==> src/rtl/addsub_pkg.sv <==
// rtl/addsub_pkg.sv - shared flag indices, fill-state encoding and depth for the add/sub result stage
package addsub_pkg;

    localparam int ADDSUB_DEPTH = 2;

    localparam int FLAG_N = 3;
    localparam int FLAG_Z = 2;
    localparam int FLAG_C = 1;
    localparam int FLAG_V = 0;

    typedef enum logic [1:0] {
        FILL_EMPTY = 2'd0,
        FILL_ONE   = 2'd1,
        FILL_FULL  = 2'd2
    } fill_state_e;

    typedef struct packed {
        logic [3:0] sum;
        logic [3:0] flags;
    } entry_t;

endpackage

==> src/rtl/addsub_flag_gen.sv <==
// rtl/addsub_flag_gen.sv - combinational {N,Z,C,V} flag generation from adder/subtractor operands and result
module addsub_flag_gen
    import addsub_pkg::*;
(
    input  logic [3:0] A,
    input  logic [3:0] B,
    input  logic       sel,
    input  logic [3:0] sum,
    input  logic       carry_out,
    output logic [3:0] flags
);

    logic [3:0] b_eff;

    // Flags derive from the operand actually seen by the adder (B inverted when subtracting)
    always_comb begin
        b_eff         = B ^ {4{sel}};
        flags         = 4'b0000;
        flags[FLAG_N] = sum[3];
        flags[FLAG_Z] = (sum == 4'd0);
        flags[FLAG_C] = carry_out;
        flags[FLAG_V] = (A[3] == b_eff[3]) && (sum[3] != A[3]);
    end

endmodule

==> src/rtl/addsub_result_stage.sv <==
// rtl/addsub_result_stage.sv - two-entry result FIFO with flags, sticky overflow and accept counter
module addsub_result_stage
    import addsub_pkg::*;
#(
    parameter int DEPTH = ADDSUB_DEPTH
) (
    input  logic       clk,
    input  logic       rst_n,
    input  logic       in_valid,
    output logic       in_ready,
    input  logic [3:0] A,
    input  logic [3:0] B,
    input  logic       sel,
    input  logic [3:0] sum,
    input  logic       carry_out,
    output logic       out_valid,
    input  logic       out_ready,
    output logic [3:0] out_sum,
    output logic [3:0] out_flags,
    output logic       sticky_v,
    input  logic       clr_sticky,
    output logic [7:0] op_count
);

    localparam int PTR_W = $clog2(DEPTH);
    typedef logic [PTR_W-1:0] ptr_t;

    fill_state_e state_q, state_d;
    entry_t      ent_q [DEPTH];
    entry_t      ent_d [DEPTH];
    ptr_t        head_q, head_d;
    ptr_t        tail_q, tail_d;
    logic [7:0]  op_count_q, op_count_d;
    logic        sticky_q, sticky_d;

    logic [3:0]  new_flags;
    logic        push;
    logic        pop;

    addsub_flag_gen u_flag_gen (
        .A         (A),
        .B         (B),
        .sel       (sel),
        .sum       (sum),
        .carry_out (carry_out),
        .flags     (new_flags)
    );

    // Handshake decode; in_ready comes only from the state register so out_ready never reaches it
    always_comb begin
        in_ready  = (state_q != FILL_FULL);
        out_valid = (state_q != FILL_EMPTY);
        push      = in_valid && in_ready;
        pop       = out_valid && out_ready;
        out_sum   = ent_q[head_q].sum;
        out_flags = ent_q[head_q].flags;
        sticky_v  = sticky_q;
        op_count  = op_count_q;
    end

    // Next fill state, storage write, pointer advance, counter and sticky overflow
    always_comb begin
        state_d    = state_q;
        ent_d      = ent_q;
        head_d     = head_q;
        tail_d     = tail_q;
        op_count_d = op_count_q;
        sticky_d   = sticky_q;

        case (state_q)
            FILL_EMPTY: if (push) state_d = FILL_ONE;
            FILL_ONE: begin
                if (push && !pop)      state_d = FILL_FULL;
                else if (pop && !push) state_d = FILL_EMPTY;
            end
            FILL_FULL:  if (pop) state_d = FILL_ONE;
            default:    state_d = FILL_EMPTY;
        endcase

        // Push-and-pop in ONE lands the new entry exactly where the head moves to
        if (push) begin
            ent_d[tail_q] = '{sum: sum, flags: new_flags};
            tail_d        = tail_q + ptr_t'(1);
            op_count_d    = op_count_q + 8'd1;
        end
        if (pop) begin
            head_d = head_q + ptr_t'(1);
        end

        // A clear in the same cycle as a V=1 push still leaves the bit set
        if (clr_sticky) sticky_d = 1'b0;
        if (push && new_flags[FLAG_V]) sticky_d = 1'b1;
    end

    // State register; reset empties the buffer and zeroes the visible head entry
    always_ff @(posedge clk) begin
        if (!rst_n) begin
            state_q    <= FILL_EMPTY;
            head_q     <= '0;
            tail_q     <= '0;
            op_count_q <= 8'd0;
            sticky_q   <= 1'b0;
            for (int i = 0; i < DEPTH; i++) begin
                ent_q[i] <= '0;
            end
        end else begin
            state_q    <= state_d;
            head_q     <= head_d;
            tail_q     <= tail_d;
            op_count_q <= op_count_d;
            sticky_q   <= sticky_d;
            for (int i = 0; i < DEPTH; i++) begin
                ent_q[i] <= ent_d[i];
            end
        end
    end

endmodule

==> config.mk <==
export PLATFORM = sky130hd
export DESIGN_NAME = addsub_result_stage
export DESIGN_NICKNAME = d
export VERILOG_FILES = /design/src/rtl/addsub_pkg.sv /design/src/rtl/addsub_flag_gen.sv /design/src/rtl/addsub_result_stage.sv
export SDC_FILE = /design/constraint.sdc
export NUM_CORES = 1
export LEC_CHECK = 0
export ABC_AREA = 0
export CORE_MARGIN = 2
export CORE_UTILIZATION = 30
export DETAILED_ROUTE_END_ITERATION = 10
export DONT_BUFFER_PORTS = 1
export HOLD_SLACK_MARGIN = 0.02
export PLACE_DENSITY = 0.55
export SLEW_MARGIN = 5
export SYNTH_ARGS = -nofsm -noshare
export SYNTH_HDL_FRONTEND = slang
export SYNTH_HIERARCHICAL = 1
export SYNTH_SLANG_ARGS = --single-unit
==> constraint.sdc <==
create_clock -name clk -period 2.75 [get_ports clk]
set_clock_uncertainty 0.05 [all_clocks]
set_input_delay 0.55 -clock clk [delete_from_list [all_inputs] [get_ports clk]]
set_output_delay 0.55 -clock clk [all_outputs]
set_load 0.05 [all_outputs]
==> impl.org, run 1 <==
** Die
- Die span in y :: 72.3 um
- Number of I/O pins :: 38
- The region available for standard cell placement spans 0.00441 mm^2.
- Die area :: 0.00522 mm^2
- In this run the horizontal extent of the chip is 72.3 um.
- Initial standard-cell utilization of the core :: 31.7%
- The initialized floorplan defines 24 standard-cell rows.

** Synthesis
- Avg Cell Area, Syn :: 10.4 um^2
- After synthesis, the share of cell area in mux cells is 19.3%.
- The commonest cells after synthesis are dfxtp_1 (29), mux2i_1 (18), nor2b_1 (17), and2_1 (8), mux2_2 (8).
- Share of synthesized area occupied by flip-flops and latches :: 41.5%
- Of the post-synthesis cell area, the dominant cell type holds 41.5%.
- Post-Synth Simple-Gate Area :: 23.5%
- In the synthesized netlist the async set-or-reset flop fraction comes to 0%.
- Netlist Area Pre-Place :: 0.00140 mm^2
- Top post-synthesis cells by area :: dfxtp_1 (42%), mux2i_1 (13%), nor2b_1 (7.6%)
- Top cell type by total area after synthesis :: dfxtp_1
- Top_reg_cell synth :: dfxtp_1
- The synthesized netlist devotes 4.39% of its cell area to XOR and XNOR gates.
- Synthesis inferred 29 register bits.
- Yosys mapped the design onto 35 distinct sky130hd cell types.
- Combinational family with the most area after synthesis :: simple AND/OR/NAND/NOR gates
- Counting every instance in the synthesized netlist gives 135.
- Post-synthesis adder-cell area fraction :: 1.79%
- Net count of the mapped netlist :: 156
- Most used standard cell by instance count after synthesis :: dfxtp_1
- Number of flops mapped to enable cells by yosys :: 0
- Summing the areas of all compound-gate instances in the mapped netlist gives 4.83% of the synthesized area.
- Warning count from the yosys run :: 6

** Finish
- Final #Nets :: 155
- Number of antenna cells inserted :: 0
- Compared with the post-synthesis result, the final layout area differs by 7.25%.
- Fraction of layout cells with a size suffix above 1 :: 14.2%

** Route
- Top sig layer :: met4
- Total routed wire length on the met1 layer :: 1200 um
- Drt via density :: 5.05
- Across all layers, the routed design uses 940 vias.
- For this block, the initial DRC count from the detailed router was 44.
- WL met3 :: 270 um
- Routed length per instance :: 15.4 um
- DRC Markers :: 0
- DRT Pass-1 Iters :: 4
- Wires add up to 2860 um.
- Wire segments on met2 add up to 1340 um in the final route.
- Once detail routing completed, the nets flagged for antenna violations numbered 0.

** STA
- Setup violations remaining at the end of the flow were counted as 0.
- Setup TNS after final layout :: 0 ns
- Highest clock rate :: 0.496 GHz
- Post-route clock period utilization :: 73.3%
- The final count of pins violating max slew is 0.
- Setup repair after global routing left no endpoint under its margin.
- Number of endpoints with negative hold slack in the final report :: 0
- The routed design could run at a clock period as short as 2.02 ns.
- Measured against its own limit, the worst slew margin works out to 58.1%.
- Transition time of the tightest slew-check pin :: 0.628 ns

** Pwr
- In this run the static leakage power is 0.615 nW.
- Total power after layout :: 945 uW
- IR analysis of the VDD net gives a maximum drop of 0.321 mV.
- PwrDens :: 631 mW/mm^2

** Critical path
- The worst register-to-register path ends at ent_q[9].
- Count of buffering cells on the critical path with inverters included :: 0
- Across all register-to-register paths, the minimum setup slack is 0.77 ns.
- For this run, the slowest stage of the critical path takes 0.61 ns.
- Max FO, Critical Path :: 9
- Cell with the biggest individual delay on the critical path :: dfxtp_1
- The number of cells on the worst reg-to-reg path is 4.
- In this run the critical register-to-register path is launched from state_q[0].
- Data on the critical path arrives at its endpoint at 1.42 ns.
- Kind of start point of the critical path :: register
- Category of cells accounting for the largest share of critical-path delay :: flip-flops
- Type of destination of the critical path :: output pin
- For the worst setup path, the data required time is 2.15 ns.
- By startpoint and endpoint, the worst setup path is classified as register to output pin.
- Walking the worst path, the cells encountered are mux2_2.

** Hold path
- Min-Delay Endpoint :: op_count[3]
- In this run the worst hold path is classified as input pin to register.
- In this run the most critical hold path is launched from rst_n.
- Along the worst hold path, the cell count comes to 1.

** GRT
- In the global route stage, overall resource usage came out at 11.6%.
- Entering global routing, the biggest net connects 31 pins.
- Global routing finished with a remaining overflow of 0.
- The via count of the first global-routing pass came to 939.
- Antenna violations before repair :: 0
- First-pass GRT wire length :: 4560 um

** Placed design
- Final Wtd Congestion :: 0.683
- HPWL after DPL :: 1980 um
- Input and output buffers added on the ports amount to 0.

** Clock tree
- Post-CTS setup repair buffer count :: 0
- The H-tree was split into 2 levels.
- After clock tree synthesis, the clock-pin slew on the worst setup and hold paths is 0.06 ns.
- For this design, the CTS-stage hold fixing added 0 buffers.
- CTS tree :: done
- The clock drives 29 sinks.
- Counting the buffers created by CTS gives 5.
- In this run the deepest clock path goes through 2 buffers.
- Root buf cell :: clkbuf_8
- The number of gates resized after CTS was 0.
- Clock latency on the worst-skew pair :: 0.28 ns

** Run status
- Run status :: completed

** Run
- Maximum Capacitance Violations :: 0
through the flow:
step                setup WS, ns  std cells  hold WS [ns]  utilization, %  instance area (um^2)
floorplan                   1.06        135         0.430               -                  1400
global placement           0.839        179         0.443            32.0                  1410
detailed placement         0.747        179         0.457            32.0                  1410
CTS                        0.727        186         0.337            34.0                  1500
global route               0.598        186         0.331            34.0                  1500
finish                     0.734        186         0.345            34.0                  1500
per-layer routing:
layer | up-vias | GRT usage (%)
met4 | 0 | 6.08
met3 | 5 | 5.42
met2 | 41 | 17.9
li1 | 456 | -
met1 | 438 | 13.4
met5 | - | 0
cell families (layout without fill, tap and decap cells):
| family | after synthesis | after routing |
|---|---|---|
| compound gates | 9 | 9 |
| flops | 29 | 29 |
| fa+ha+maj | 2 | 2 |
| mux | 26 | 26 |
| xor+xnor | 7 | 7 |
| simple gates | 51 | 51 |
| buf+inv | 11 | 10 |
worst max path at each step:
stage	start	end	slack (ns)	depth (start not counted)
floorplan	head_q	out_flags[0]	1.06	2
global placement	state_q[0]	ent_q[12]	0.84	4
detailed placement	state_q[0]	ent_q[9]	0.75	4
CTS	head_q	out_sum[3]	0.73	1
global route	state_q[0]	ent_q[12]	0.60	4
finish	head_q	out_flags[2]	0.73	1
area by class of cell:
type / count / area, um^2
Clock buffer: 7 / 86.3
Sequential cell: 29 / 581
Multi-Input combinational cell: 95 / 752
Timing Repair Buffer: 1 / 7.51
Tap cell: 52 / 65.1
Inverter: 2 / 7.51
Fill cell: 452 / 2920
registers in the layout, summed over array words and instances (netlist names):
| signal | cells |
|---|---|
| ent_q | 16 |
| op_count | 8 |
| sticky_v | 1 |
| tail_q | 1 |
| head_q | 1 |
| state_q | 2 |
worst reg2reg max path: cells and delay by family, from the launching register on:
kind / cells / cell delay (ns)
AND/OR/NAND/NOR: 3 / 1.11
flip-flops: 1 / 0.39
multiplexers: 1 / 0.33
power breakdown:
part           internal (mW)  total [mW]  switching [mW]
sequential             0.440       0.471          0.0319
combinational         0.0485       0.122          0.0732
clock                  0.198       0.352           0.154
placed cells by master (no fill, tap or decap), types with 3 or more instances in the layout:
cell      synthesis  layout
and2_1            8       8
clkbuf_8          0       6
dfxtp_1          29      29
mux2_2            8       8
mux2i_1          18      18
nand2_1           6       6
nand4_1           3       3
nor2b_1          17      17
xnor2_1           7       7
No activity file was read; power rests on OpenSTA's default activity.
==> run 2: changes to the inputs <==
Settings changed: PLACE_DENSITY 0.55 to 0.56.
Clock period 2.75 ns to 1.85 ns, I/O delays scaled along.
==> impl.org, run 2 (same netlist as run 1, synthesis figures left out) <==
** Run status
- The flow ran to the end, and the final reports show no timing, DRC or antenna violations.

** Pwr
- Share of total power in combinational logic :: 14.9% (+2.0 points)
- The static power due to leakage came to 0.662 nW (+7.7%).
- Switching portion of total power :: 26.8% (-0.62 points)
- The ratio of total power to cell area was 896 mW/mm^2 (+42%).
- The register share of total power was 48.5% (-1.4 points).
- Total net switching power :: 378 uW (+46%)
- Peak supply drop :: 0.434 mV (+35%)
- The internal power summed over all cells came to 1.03 mW (+50%).
- Clock power frac :: 36.6% (-0.6 points)

** Placed design
- The instance count after placement with tap cells included is 188 (+5.0%).
- Port-buffer cells :: 0 (unchanged)
- The post-detailed-placement half-perimeter wirelength was 2070 um (+4.2%).
- The weighted congestion reported at the end of routability-driven placement is 0.687 (+0.63%).

** Run
- The number of max-cap violations was 0 (unchanged).

** Route
- The wire length reported by the detailed router came to 2810 um (-1.9%).
- The wire length on met1 was 1230 um (+2.6%).
- The number of iterations in the first detailed-routing pass came to 2 (-2).
- The total met3 wirelength after detailed routing was 243 um (-10%).
- Initial DRC count :: 50 (+14%)
- The post-route DRC violation count was 0 (unchanged).
- ANT nets after route :: 0 (unchanged)
- Number of vias in the routed layout :: 940 (unchanged)
- After detailed routing, no signal wire sits above met4.
- The ratio of routed vias to standard cells is 4.82 (-4.6%).
- Routed length on met2 :: 1300 um (-2.5%)
- The average detailed-routed wire length per instance was 14.4 um (-6.4%).

** Critical path
- The depth of the worst register-to-register path is 6 (+2).
- Arrival time worst endpoint :: 1.88 ns (+0.46 ns)
- The setup slack of the most critical reg-to-reg path is 0.13 ns (-0.64 ns).
- Kind of start point of the critical path :: register
- Source of the critical timing path :: state_q[0]
- Broken down by cell family, the worst path's largest delay share belongs to simple AND/OR/NAND/NOR gates.
- The critical path in this run is classified as register to register.
- The worst register-to-register path ends at state_q[1].
- The worst register-to-register path begins at state_q[0].
- Type of destination of the critical path :: register
- Number of cells on the critical path :: 6 (+5)
- Data required time of the worst path :: 2.01 ns (-0.14 ns)
- Crit path cell chain :: nand2b_2, nand2_4, inv_1, ha_1, nor4bb_2, o21a_1
- Max FO, Critical Path :: 8 (-1)
- Cell with the biggest individual delay on the critical path :: dfxtp_1
- The longest individual stage delay on the worst path came to 0.34 ns (-0.27 ns).
- Count of buffering cells on the critical path with inverters included :: 1 (+1)
- Setup crit end :: state_q[1]

** Finish
- Relative to the synthesized area, the layout overhead comes to 12.6%.
- Final #Nets :: 164 (+5.8%)
- Number of filler cells placed in the layout :: 449 (-0.66%)
- The area of combinational cells with multiple inputs was 758 um^2 (+0.83%).
- Register name with the most flops :: ent_q
- The library cell used most frequently in the layout, excluding fill and tap cells, is dfxtp_1.
- Fraction of layout cells with a size suffix above 1 :: 21.0% (+6.8 points)
- The antenna diode count is 0 (unchanged).
- The register cell area after layout is 582 um^2 (+0.22%).
- Number of flip-flops under the largest register name :: 16 (unchanged)
- The post-route non-filler standard cell count was 195 (+4.8%).
- The top cell types in the final layout, fill and taps aside, are dfxtp_1 (28), mux2i_1 (18), nor2b_1 (17).

** Clock tree
- The worst-skew pair later-pin latency was 0.27 ns (about the same).
- The H-tree level count came to 2 (unchanged).
- TritonCTS built the clock tree.
- Number of CTS-inserted buffers :: 5 (unchanged)
- Clock transition at path regs :: 0.06 ns (about the same)
- The post-CTS setup-driven buffer insertion count is 0 (unchanged).
- Root buf cell :: clkbuf_8
- Number of clock sinks seen by CTS :: 29 (unchanged)
- The deepest clock path buffer count was 2 (unchanged).

** GRT
- First-pass GRT wire length :: 4750 um (+4.3%)
- Global router's overall resource usage :: 11.7% (+0.074 points)
- Antenna violations before repair :: 0 (unchanged)
- The via count of the first global-routing pass was 1005 (+7.0%).
- The pin count of the biggest net entering global routing came to 31 (unchanged).
- The residual overflow from global routing was 0 (unchanged).

** STA
- Minimum clock period :: 1.72 ns
- Smallest hold slack :: 0.168 ns (-0.177 ns)
- Number of endpoints with negative hold slack in the final report :: 0 (unchanged)
- The relative max-transition margin was 64.3% (+6.2 points).
- In the finished design, the share of the clock period the worst path needs comes to 93.0%.
- Final-report setup violation count :: 0 (unchanged)
- Setup repair after global routing left no endpoint under its margin.
- Highest clock rate :: 0.581 GHz
- Setup TNS after final layout :: 0 ns (unchanged)
- Transition time of the tightest slew-check pin :: 0.535 ns (-0.0928 ns)
- Total count of max-transition violations in the final report :: 0 (unchanged)

** Die
- Number of I/O pins :: 38 (unchanged)
- The core footprint is 0.00441 mm^2 (unchanged).
- The die area came to 0.00522 mm^2 (unchanged).
- The initial core utilization was 31.7% (unchanged).
- The die width came to 72.3 um (unchanged).
- Row count :: 24 (unchanged)
- Die span in y :: 72.3 um (unchanged)

** Hold path
- The min-delay analysis places its worst path in the category input pin to register.
run 2: changes by cell type in the layout (fill, tap and decap cells not counted):
cell,before,now
nor4bb_2,0,1
dfxtp_2,0,1
buf_4,1,10
dfxtp_1,29,28
nor4bb_1,1,0
run 2: cell type report:
cell class / instances / area share (%)
multi-input combinational: 95 / 48.2
tap: 52 / 4.13
inverter: 2 / 0.477
clock buffer: 7 / 5.48
timing repair buffer: 10 / 4.77
sequential: 29 / 37.0
run 2: power groups by stage:
stage               combinational (mW)  sequential, mW  clock, mW
floorplan                        0.182           0.703          0
global placement                 0.205           0.694          0
detailed placement               0.211           0.698          0
CTS                              0.211           0.684      0.526
global route                     0.227           0.689      0.562
finish                           0.211           0.684      0.515
run 2: worst min path at each step:
stage              from           to  depth (start not counted)  slack [ns]
3_5_place_dp      rst_n  op_count[5]                          1        0.45
2_1_floorplan  ent_q[1]     ent_q[1]                          2        0.43
5_1_grt           rst_n  op_count[5]                          1        0.17
4_1_cts           rst_n  op_count[5]                          1        0.16
6_report          rst_n  op_count[5]                          1        0.17
3_3_place_gp   ent_q[2]     ent_q[2]                          2        0.44
run 2: worst register-to-register path: cells and delay by family (launching register included):
| kind | cells | cell delay, ns |
|---|---|---|
| flip-flops | 1 | 0.34 |
| adder cells (fa/ha/maj) | 1 | 0.31 |
| buffers and inverters | 1 | 0.05 |
| AO/OA/AOI/OAI | 1 | 0.16 |
| AND/OR/NAND/NOR | 3 | 0.76 |
run 2: what timing repair did:
action | 4_1_cts | 5_1_grt
hold buffers | 0 | 0
gates resized for setup | 0 | 2
setup endpoints to repair | 0 | 7
run 2: layer usage:
| metal | GRT usage [%] | vias to the layer above |
|---|---|---|
| li1 | - | 478 |
| met2 | 17.5 | 25 |
| met4 | 4.61 | 0 |
| met3 | 5.97 | 6 |
| met1 | 14.2 | 431 |
| met5 | 0 | - |
run 2: stage by stage:
| step | utilization (%) | area, um^2 | worst slack (ns) | power (mW) |
|---|---|---|---|---|
| floorplan | - | 1400 | 0.232 | 0.885 |
| global placement | 33.5 | 1480 | 0.282 | 0.900 |
| detailed placement | 33.5 | 1480 | 0.154 | 0.908 |
| CTS | 35.5 | 1570 | 0.0166 | 1.42 |
| global route | 35.7 | 1570 | 0.00516 | 1.48 |
| finish | 35.7 | 1570 | 0.130 | 1.41 |
==> run 3: changes to the inputs <==
Settings changed: CORE_MARGIN 2 to 4, CTS_CLUSTER_SIZE set to 30, SKIP_LAST_GASP set to 1.
==> impl.org, run 3 (same netlist as run 1, synthesis figures left out) <==
** Run status
- The flow ran to the end, and the final reports show no timing, DRC or antenna violations.

** Die
- The top-level I/O count was 38 (unchanged).
- The initial core utilization came to 31.4% (-0.21 points).
- The standard-cell row count is 24 (unchanged).
- The die area came to 0.00581 mm^2 (+11%).
- The die width came to 76.3 um (+5.5%).
- Die span in y :: 76.3 um (+5.5%)
- Core outline area :: 0.00444 mm^2 (+0.68%)

** Placed design
- The total of buffers placed on input and output ports was 0 (unchanged).
- The weighted congestion reported at the end of routability-driven placement came to 0.713 (+3.7%).
- The post-detailed-placement half-perimeter wirelength was 2040 um (-1.5%).
- The worst slack at placement is 0.280 ns (+0.126 ns).

** STA
- The slew at the pin closest to its max-slew limit is 0.536 ns (+0.000526 ns).
- Min setup slack post-route :: 0.180 ns (+0.0503 ns)
- Post-route clock period utilization :: 90.3% (-2.7 points)
- The final sum of negative setup slack is 0 ns (unchanged).
- The relative max-transition margin was 64.2% (about the same).
- The top achievable clock speed came to 0.599 GHz (+3.0%).
- Total count of max-transition violations in the final report :: 0 (unchanged)
- The minimum hold slack was 0.174 ns (+0.00565 ns).
- Minimum clock period :: 1.67 ns (-0.0503 ns)
- Final-report setup violation count :: 0 (unchanged)
- Unrepaired setup endpoints after global routing :: no
- Number of endpoints with negative hold slack in the final report :: 0 (unchanged)

** Finish
- The register cell area after layout is 582 um^2 (unchanged).
- The area of combinational cells with multiple inputs was 752 um^2 (-0.83%).
- The flip-flop count of the largest register, all copies and words added came to 16 (unchanged).
- Fraction of layout cells with a size suffix above 1 :: 21.4% (+0.40 points)
- Most common cell after layout, fill and taps aside :: dfxtp_1
- Commonest non-fill, non-tap cells in the layout :: dfxtp_1 (28), mux2i_1 (18), nor2b_1 (17)
- The register with the most flip-flops in the final layout is ent_q.
- Number of filler cells placed in the layout :: 460 (+2.4%)
- Final core utilization :: 35.4% (-0.30 points)
- From synthesis to final layout, the design area changed by 12.4%.
- Final #Nets :: 165 (+0.61%)
- The antenna diode count was 0 (unchanged).

** Critical path
- Worst path max stage delay :: 0.50 ns (+0.16 ns)
- Arrival time worst endpoint :: 1.25 ns (-0.63 ns)
- Max FO, Critical Path :: 9 (+1)
- The data required time at the worst endpoint was 1.43 ns (-0.58 ns).
- The kind of cell with the highest combined delay along the critical path is multiplexers.
- Destination of the worst register-to-register timing path :: state_q[1]
- Count of buffering cells on the critical path with inverters included :: 0 (-1)
- The worst setup path is launched from a register.
- For this design, the slowest cell found on the critical path is mux2_2.
- Traced cell by cell, the critical path runs through mux2_2.
- The worst setup path is of the register to output pin kind.
- The depth of the worst register-to-register path came to 5 (-1).
- Type of destination of the critical path :: output pin
- Worst flop-to-flop path startpoint :: state_q[1]
- R2r setup slk :: 0.28 ns (+0.15 ns)

** Route
- The residual antenna-violating net count after detailed routing came to 0 (unchanged).
- Drt via density :: 4.81 (-0.17%)
- The via count came to 948 (+0.85%).
- The number of iterations in the first detailed-routing pass is 4 (+2).
- The wire length reported by the detailed router came to 2800 um (-0.29%).
- The initial DRC count came to 30 (-40%).
- DRC Markers :: 0 (unchanged)
- The average detailed-routed wire length per instance came to 14.2 um (-1.3%).

** Clock tree
- Clock latency on the worst-skew pair :: 0.27 ns (about the same)
- The clock buffer count from CTS is 5 (unchanged).
- The H-tree level count came to 2 (unchanged).
- The post-CTS setup-driven buffer insertion count came to 0 (unchanged).
- The clock sink total came to 29 (unchanged).
- Clock tree synthesis selected as its root buffer the cell clkbuf_8.
- The count of hold buffers inserted by post-cts repair came to 0 (unchanged).
- Worst-case clock buffer depth :: 2 (unchanged)
- The clock transition at the registers of the reported paths is 0.06 ns (about the same).
- CTS tree :: done

** GRT
- The wire length of the first global-routing pass came to 4840 um (+1.9%).
- The initial antenna violation count came to 0 (unchanged).
- Global router's overall resource usage :: 10.5% (-1.2 points)
- Maximum number of pins on one net before global-route repair :: 31 (unchanged)
- Final global-route overflow total :: 0 (unchanged)
- Via count of the first global-routing pass :: 971 (-3.4%)

** Hold path
- The startpoint identified for the worst hold timing path is rst_n.
- Number of stages on the worst hold path :: 1 (unchanged)
- Min-Delay Endpoint :: op_count[7]
- Hold crit path type :: input pin to register

** Pwr
- The static power due to leakage was 0.667 nW (+0.65%).
- The overall power came to 1.37 mW (-2.8%).
- PwrDens :: 872 mW/mm^2 (-2.6%)
- The peak ir drop on the vdd network came to 0.401 mV (-7.8%).

** Run
- The number of max-cap violations is 0 (unchanged).
## run 3: changes by cell type in the layout (fill, tap and decap cells not counted)
cell,previous run,this run
buf_4,10,11
clkbuf_8,6,5
clkinv_2,0,2
nor4bb_1,0,1
nor4bb_2,1,0
## run 3: metal layers
layer  part of all wire (%)  vias to the layer above  GRT usage, %  routed length [um]
met5                      0                        -             0                   0
met1                     42                      449          11.8                1180
met2                     53                       19          17.7                1480
li1                       -                      478             -                   -
met4                    1.2                        0          4.89                  34
met3                    3.9                        2          3.90                 109
## run 3: area by class of cell
type                       instances  area share [%]
tap                               52            4.14
multi-input combinational         95            47.9
timing repair buffer              11            5.25
clock buffer                       6            4.62
inverter                           2           0.478
clock inverter                     2           0.637
sequential                        29            37.0
## run 3: worst max-delay path by stage
stage / endpoint / slack, ns / from / cells past startpoint
after floorplan: op_count[7] / 0.23 / op_count[2] / 4
after global placement: out_flags[0] / 0.32 / head_q / 1
after detailed placement: state_q[1] / 0.28 / state_q[1] / 5
after CTS: out_flags[0] / 0.009 / head_q / 1
after global routing: in_ready / 0.14 / state_q[0] / 3
final: out_sum[3] / 0.18 / head_q / 1
## run 3: stage by stage
stage	instances	instance area, um^2
floorplan	135	1400
global placement	189	1490
detailed placement	189	1490
CTS	197	1570
global route	197	1570
finish	197	1570
## run 3: worst reg2reg max path: cells and delay by family (launching register included)
kind                     cells  cell delay (ns)
AND/OR/NAND/NOR              3             0.71
flip-flops                   1             0.35
adder cells (fa/ha/maj)      1             0.26
AO/OA/AOI/OAI                1             0.15
## run 3: report_power, final
part / total (mW) / switching [mW] / internal, mW
sequential: 0.685 / 0.0305 / 0.654
combinational: 0.209 / 0.126 / 0.0835
clock: 0.477 / 0.218 / 0.260
## run 3: timing repair
| action | in CTS | in global routing |
|---|---|---|
| hold endpoints to repair | 0 | 0 |
| setup endpoints to repair | 0 | 6 |
| gates resized for setup | 0 | 1 |
